### src/rtl/branch_resolve_unit.sv
// Execute-stage branch resolution: evaluates conditional branches, JAL and JALR,
// flags mispredicts against the fetch prediction, and owns a 2-bit counter BHT.
module branch_resolve_unit #(
  parameter int DataWidth   = 32,
  parameter int AddrWidth   = 32,
  parameter int BhtEntries  = 64,
  parameter int BhtIndexLsb = 2
) (
  input  logic                 clk,
  input  logic                 rst_n,
  input  logic                 in_valid,
  input  logic [1:0]           in_kind,
  input  logic [2:0]           in_fun3,
  input  logic [DataWidth-1:0] operand_a,
  input  logic [DataWidth-1:0] operand_b,
  input  logic [AddrWidth-1:0] in_pc,
  input  logic [AddrWidth-1:0] in_imm,
  input  logic                 in_pred_taken,
  input  logic [AddrWidth-1:0] in_pred_target,
  input  logic                 in_stall,
  input  logic                 in_flush,
  input  logic [AddrWidth-1:0] lk_pc,
  output logic                 lk_taken,
  output logic                 out_valid,
  output logic                 out_taken,
  output logic [AddrWidth-1:0] out_target,
  output logic [AddrWidth-1:0] out_link,
  output logic                 out_mispredict,
  output logic [AddrWidth-1:0] out_redirect_pc,
  output logic                 out_illegal
);

  localparam int IdxW = $clog2(BhtEntries);

  localparam logic [1:0] KindCond = 2'b00;
  localparam logic [1:0] KindJal  = 2'b01;
  localparam logic [1:0] KindJalr = 2'b10;

  // Stage handshake: an instruction is accepted on a rising edge when in_valid=1,
  // in_stall=0 and in_flush=0. Flush clears out_valid and wins over stall; stall
  // freezes every output and the BHT. There is no backpressure on the output side.
  logic accept;
  assign accept = !in_flush && !in_stall;

  logic [1:0] bht [BhtEntries];

  logic [IdxW-1:0] lk_idx, upd_idx;
  assign lk_idx  = lk_pc[BhtIndexLsb +: IdxW];
  assign upd_idx = in_pc[BhtIndexLsb +: IdxW];

  // Lookup sees the registered counter, so a same-cycle update is not bypassed.
  assign lk_taken = bht[lk_idx][1];

  logic cond, fun3_legal;
  always_comb begin
    cond       = 1'b0;
    fun3_legal = 1'b1;
    case (in_fun3)
      3'b000:  cond = (operand_a == operand_b);
      3'b001:  cond = (operand_a != operand_b);
      3'b100:  cond = ($signed(operand_a) <  $signed(operand_b));
      3'b101:  cond = ($signed(operand_a) >= $signed(operand_b));
      3'b110:  cond = (operand_a <  operand_b);
      3'b111:  cond = (operand_a >= operand_b);
      default: fun3_legal = 1'b0;
    endcase
  end

  logic                 is_cond, illegal, taken, mispredict;
  logic [AddrWidth-1:0] link, rel_target, jalr_target, target, redirect_pc;

  assign is_cond    = (in_kind == KindCond);
  assign illegal    = (in_kind == 2'b11) || (is_cond && !fun3_legal);
  assign taken      = is_cond ? (fun3_legal && cond)
                              : (in_kind == KindJal || in_kind == KindJalr);
  assign link       = in_pc + AddrWidth'(4);
  assign rel_target = in_pc + in_imm;
  // The low AddrWidth bits of a DataWidth sum depend only on the low operand bits,
  // so sign-extending the immediate to DataWidth first would not change the result.
  assign jalr_target = (operand_a[AddrWidth-1:0] + in_imm) & ~AddrWidth'(1);
  assign target      = (in_kind == KindJalr) ? jalr_target : rel_target;
  assign mispredict  = (taken != in_pred_taken) || (taken && target != in_pred_target);
  assign redirect_pc = taken ? target : link;

  logic bht_update;
  assign bht_update = accept && in_valid && is_cond && fun3_legal;

  always_ff @(posedge clk or negedge rst_n) begin
    if (!rst_n) begin
      out_valid       <= 1'b0;
      out_taken       <= 1'b0;
      out_target      <= '0;
      out_link        <= '0;
      out_mispredict  <= 1'b0;
      out_redirect_pc <= '0;
      out_illegal     <= 1'b0;
      for (int i = 0; i < BhtEntries; i++) bht[i] <= 2'b01;
    end else if (in_flush) begin
      out_valid <= 1'b0;
    end else if (!in_stall) begin
      out_valid       <= in_valid;
      out_taken       <= taken;
      out_target      <= target;
      out_link        <= link;
      out_mispredict  <= mispredict;
      out_redirect_pc <= redirect_pc;
      out_illegal     <= illegal;
      if (bht_update) begin
        if (cond && bht[upd_idx] != 2'b11)
          bht[upd_idx] <= bht[upd_idx] + 2'b01;
        else if (!cond && bht[upd_idx] != 2'b00)
          bht[upd_idx] <= bht[upd_idx] - 2'b01;
      end
    end
  end

  // Only the index bits of lk_pc take part in the lookup.
  logic unused_bits;
  assign unused_bits = ^{lk_pc, operand_a};

endmodule

### config.mk
export PLATFORM = sky130hd
export DESIGN_NAME = branch_resolve_unit
export DESIGN_NICKNAME = d
export VERILOG_FILES = /design/src/rtl/branch_resolve_unit.sv
export SDC_FILE = /design/constraint.sdc
export NUM_CORES = 1
export LEC_CHECK = 0
export ABC_CLOCK_PERIOD_IN_PS = 5700
export BUFFER_PORTS_ARGS = -buffer_cell sky130_fd_sc_hd__buf_2
export CAP_MARGIN = 25
export CORE_ASPECT_RATIO = 2
export CORE_MARGIN = 1
export CORE_UTILIZATION = 50
export DETAILED_ROUTE_END_ITERATION = 8
export PLACE_DENSITY_LB_ADDON = 0.1
export SKIP_LAST_GASP = 1
export SYNTH_ARGS = -nofsm -noshare
export SYNTH_HDL_FRONTEND = slang
export SYNTH_SLANG_ARGS = --single-unit
### constraint.sdc
create_clock -name clk -period 5.7 [get_ports clk]
set_input_delay 1.14 -clock clk [delete_from_list [all_inputs] [get_ports clk]]
set_output_delay 1.14 -clock clk [all_outputs]
set_load 0.02 [all_outputs]
==> run summary <==
# IOs = 304
CTS tree = yes
Syn Area/Cell = 9.480 um2
Clk sinks = 228
DIE AREA = 35,840 um2
Hold buffers post-CTS = 0
Via Count = 16.49k
Detail Route Antenna Nets = 0
Post-Syn Instances = 1,848
Maxcap violations = 0
Initial antenna violation count = 6
Initial cell density of the core = 0.5100
Area after DPL = 19,500 um2
Total negative setup slack = 0 ns
Tcrit/Tclk final = 0.8883
Highest clock rate = 197.5 MHz
Initial DRC count = 950
Hold Crit Class = reg -> reg
Die W = 134.4 um
Die span in y = 266.7 um
Area added between synthesis and finish = 15.34%
Total Power = 5.124 mW
DRC Markers = 0
H-tree Lvls = 1
Worst stage delay on the critical path = 0.57 ns
Total Wirelength = 69,540 um
Final HPWL from detailed placement = 54,370 um
Critical path fanouts, max = 3
Final hold vios = 0
Endpoints failing setup = 0
FFs w/ async S/R, synth = 1.000
Rows = 96
Largest net degree at the start of global routing = 129
Lkg Pwr = 9.159 nW
Nets = 2,395
Synth Register Bits = 228
Final setup margin = 0.6367 ns
Predominant post-synthesis flop cell = dfrtp_1
Post-route cell area = 20,210 um2
Layout cell share with drive strength beyond 1 = 0.3208
Count of cell types in the netlist = 98
Post-CTS Setup Inserts = 0
Core Region = 34,350 um2
Number of flops mapped to enable cells by yosys = 0
Worst Path Required = 6.12 ns
Vias per cell = 6.453
Total grt overflow = 0
Power per cell area = 253.6 nW/um2
Global-route wire length before repair = 101,900 um
YS warnings = 0
Yosys top cell area share = 0.2343
Pre-CTS WS = 0.4171 ns
Synth area leaders = dfrtp_1, dfstp_2, mux2_2
Clk slew on worst S/H paths = 0.06 ns
Post-layout min period = 5.063 ns
Total CTS buffers = 22
Final slew viol count = 0
Root Driver = clkbuf_16
Slew margin rel. = 0.2714
Post_cts resized = 0
Clock Tree Buf Depth = 3
Crit path DAT = 5.49 ns
Worst path slowest cell = xor2_1
Most area-hungry cell type in the Yosys netlist = dfrtp_1
CP cell instances = buf_2 -> and2_1 -> fa_1 -> xor2_1 -> mux2i_1 -> xnor2_1 -> nor3_1 -> buf_4 -> nand3_1 -> nor4_1 -> nand4_1 -> a2111oi_2 -> nand4b_1 -> nor4_1 -> buf_4 -> a21oi_1
Sequential fraction of the synthesis area = 0.3302
All-Layer GR Usage = 0.3912
Vias in the first global route = 16.82k
Worst-Skew Late Latency = 0.53 ns
Synth Net Count = 2,152
RSZ-0062 raised after global routing = false
Worst clock skew = 0.009152 ns
CP Capture Type = flip-flop
DR pass1 iterations = 6
IO Port Bufs = 277
Mapped Area = 17,520 um2
WS Path Type = in -> reg
Routability cong. = 1.025
WL/cell = 27.22 um
Worst-margin pin slew = 1.088 ns
Outcome = complete, no violations
CP Launch Type = input pin
Peak VDD IR = 0.3097 mV
## cells by family after synthesis
logic type | count (synthesis) | synth area share
AND/OR/NAND/NOR | 559 | 0.1795
adder cells (fa/ha/maj) | 101 | 0.07299
XOR/XNOR | 84 | 0.04521
flip-flops | 228 | 0.3302
multiplexers | 219 | 0.1520
buffers and inverters | 177 | 0.04199
AO/OA/AOI/OAI | 480 | 0.1780
## metal layers
layer  vias to the layer above  wire length (um)  global-route usage
met4                         2              8935              0.4197
li1                       7395                 -                   -
met1                      7987             20490              0.3453
met3                       352              4116             0.06192
met5                         -                10                   0
met2                       752             35990              0.7118
## where the power goes
part | internal [mW] | switching (mW)
sequential | 1.77 | 0.0845
combinational | 0.626 | 1.20
clock | 0.792 | 0.648
## worst max-delay path: cells and delay by family
family | cells | cell delay [ns]
AOI/OAI and AO/OA | 2 | 0.39
adders and majority gates | 1 | 0.42
and+or+nand+nor | 7 | 1.72
buffers and inverters | 3 | 0.62
xor gates and xnor gates | 2 | 0.78
muxes | 1 | 0.38
## layout by cell type, fill, tap and decap left out, drive strengths merged, types with 8 or more instances in the layout
cell / count
a2111oi: 8
a211oi: 14
a21o: 29
a21oi: 104
a22oi: 30
a31oi: 18
and2: 14
and3: 20
buf: 337
clkbuf: 33
dfrtp: 164
dfstp: 64
ha: 99
inv: 58
mux2: 167
mux2i: 31
mux4: 21
nand2: 171
nand3: 79
nand3b: 11
nand4: 33
nor2: 79
nor2b: 9
nor3: 57
nor3b: 15
nor4: 15
o211ai: 14
o21a: 10
o21ai: 127
o22ai: 39
or2: 9
or3: 16
xnor2: 41
xor2: 39
## cell usage after synthesis, types with 16 or more instances
cell	n
dfrtp_1	164
nor3_2	31
a31oi_1	18
nand3_1	50
xor2_1	39
nor2_1	78
o22ai_1	39
ha_1	99
or3_1	16
a21oi_1	102
mux2_2	126
buf_2	22
nand2_1	171
mux2i_1	31
mux4_2	21
inv_1	58
a21o_1	29
nand3_2	29
dfstp_2	64
nor3_1	26
nand4_1	32
clkbuf_1	71
and3_1	20
a22oi_1	30
xnor2_1	41
mux2_1	41
o21ai_0	123
## final cells by class
| class | instances | area [um2] |
|---|---|---|
| fill | 3128 | 14150 |
| multi-input combinational | 1443 | 11010 |
| sequential | 228 | 5786 |
| timing repair buffer | 337 | 1934 |
| clock buffer | 33 | 611.8 |
| tap | 441 | 551.8 |
| inverter | 59 | 221.5 |
| clock inverter | 7 | 71.32 |
| antenna | 7 | 17.52 |
## metrics by stage
stage,util,std cells,hold slack (ns)
CTS,0.5875,2547,0.4798
detailed placement,0.5676,2507,0.4653
finish,0.5882,2555,0.4756
global placement,0.5676,2507,0.4586
global route,0.5881,2553,0.4908
floorplan,-,1848,0.4817
## worst paths after layout
path / start / endpoint / slack, ns / cells past startpoint
setup reg to reg: flip-flop / bht[25]$_DFFE_PN0P_ / 2.08 / 10
max in group asynchronous: rst_n / out_target[14]$_DFFE_PN0P_ / 3.97 / 2
min in group asynchronous: rst_n / out_valid$_DFFE_PN0P_ / 0.58 / 1
hold / removal: out_target[12]$_DFFE_PN0P_ / out_target[12]$_DFFE_PN0P_ / 0.48 / 2
setup / recovery: in_imm[0] / out_mispredict$_DFFE_PN0P_ / 0.64 / 16
hold reg to reg: out_target[12]$_DFFE_PN0P_ / out_target[12]$_DFFE_PN0P_ / 0.48 / 2
No activity file was read; power rests on OpenSTA's default activity.
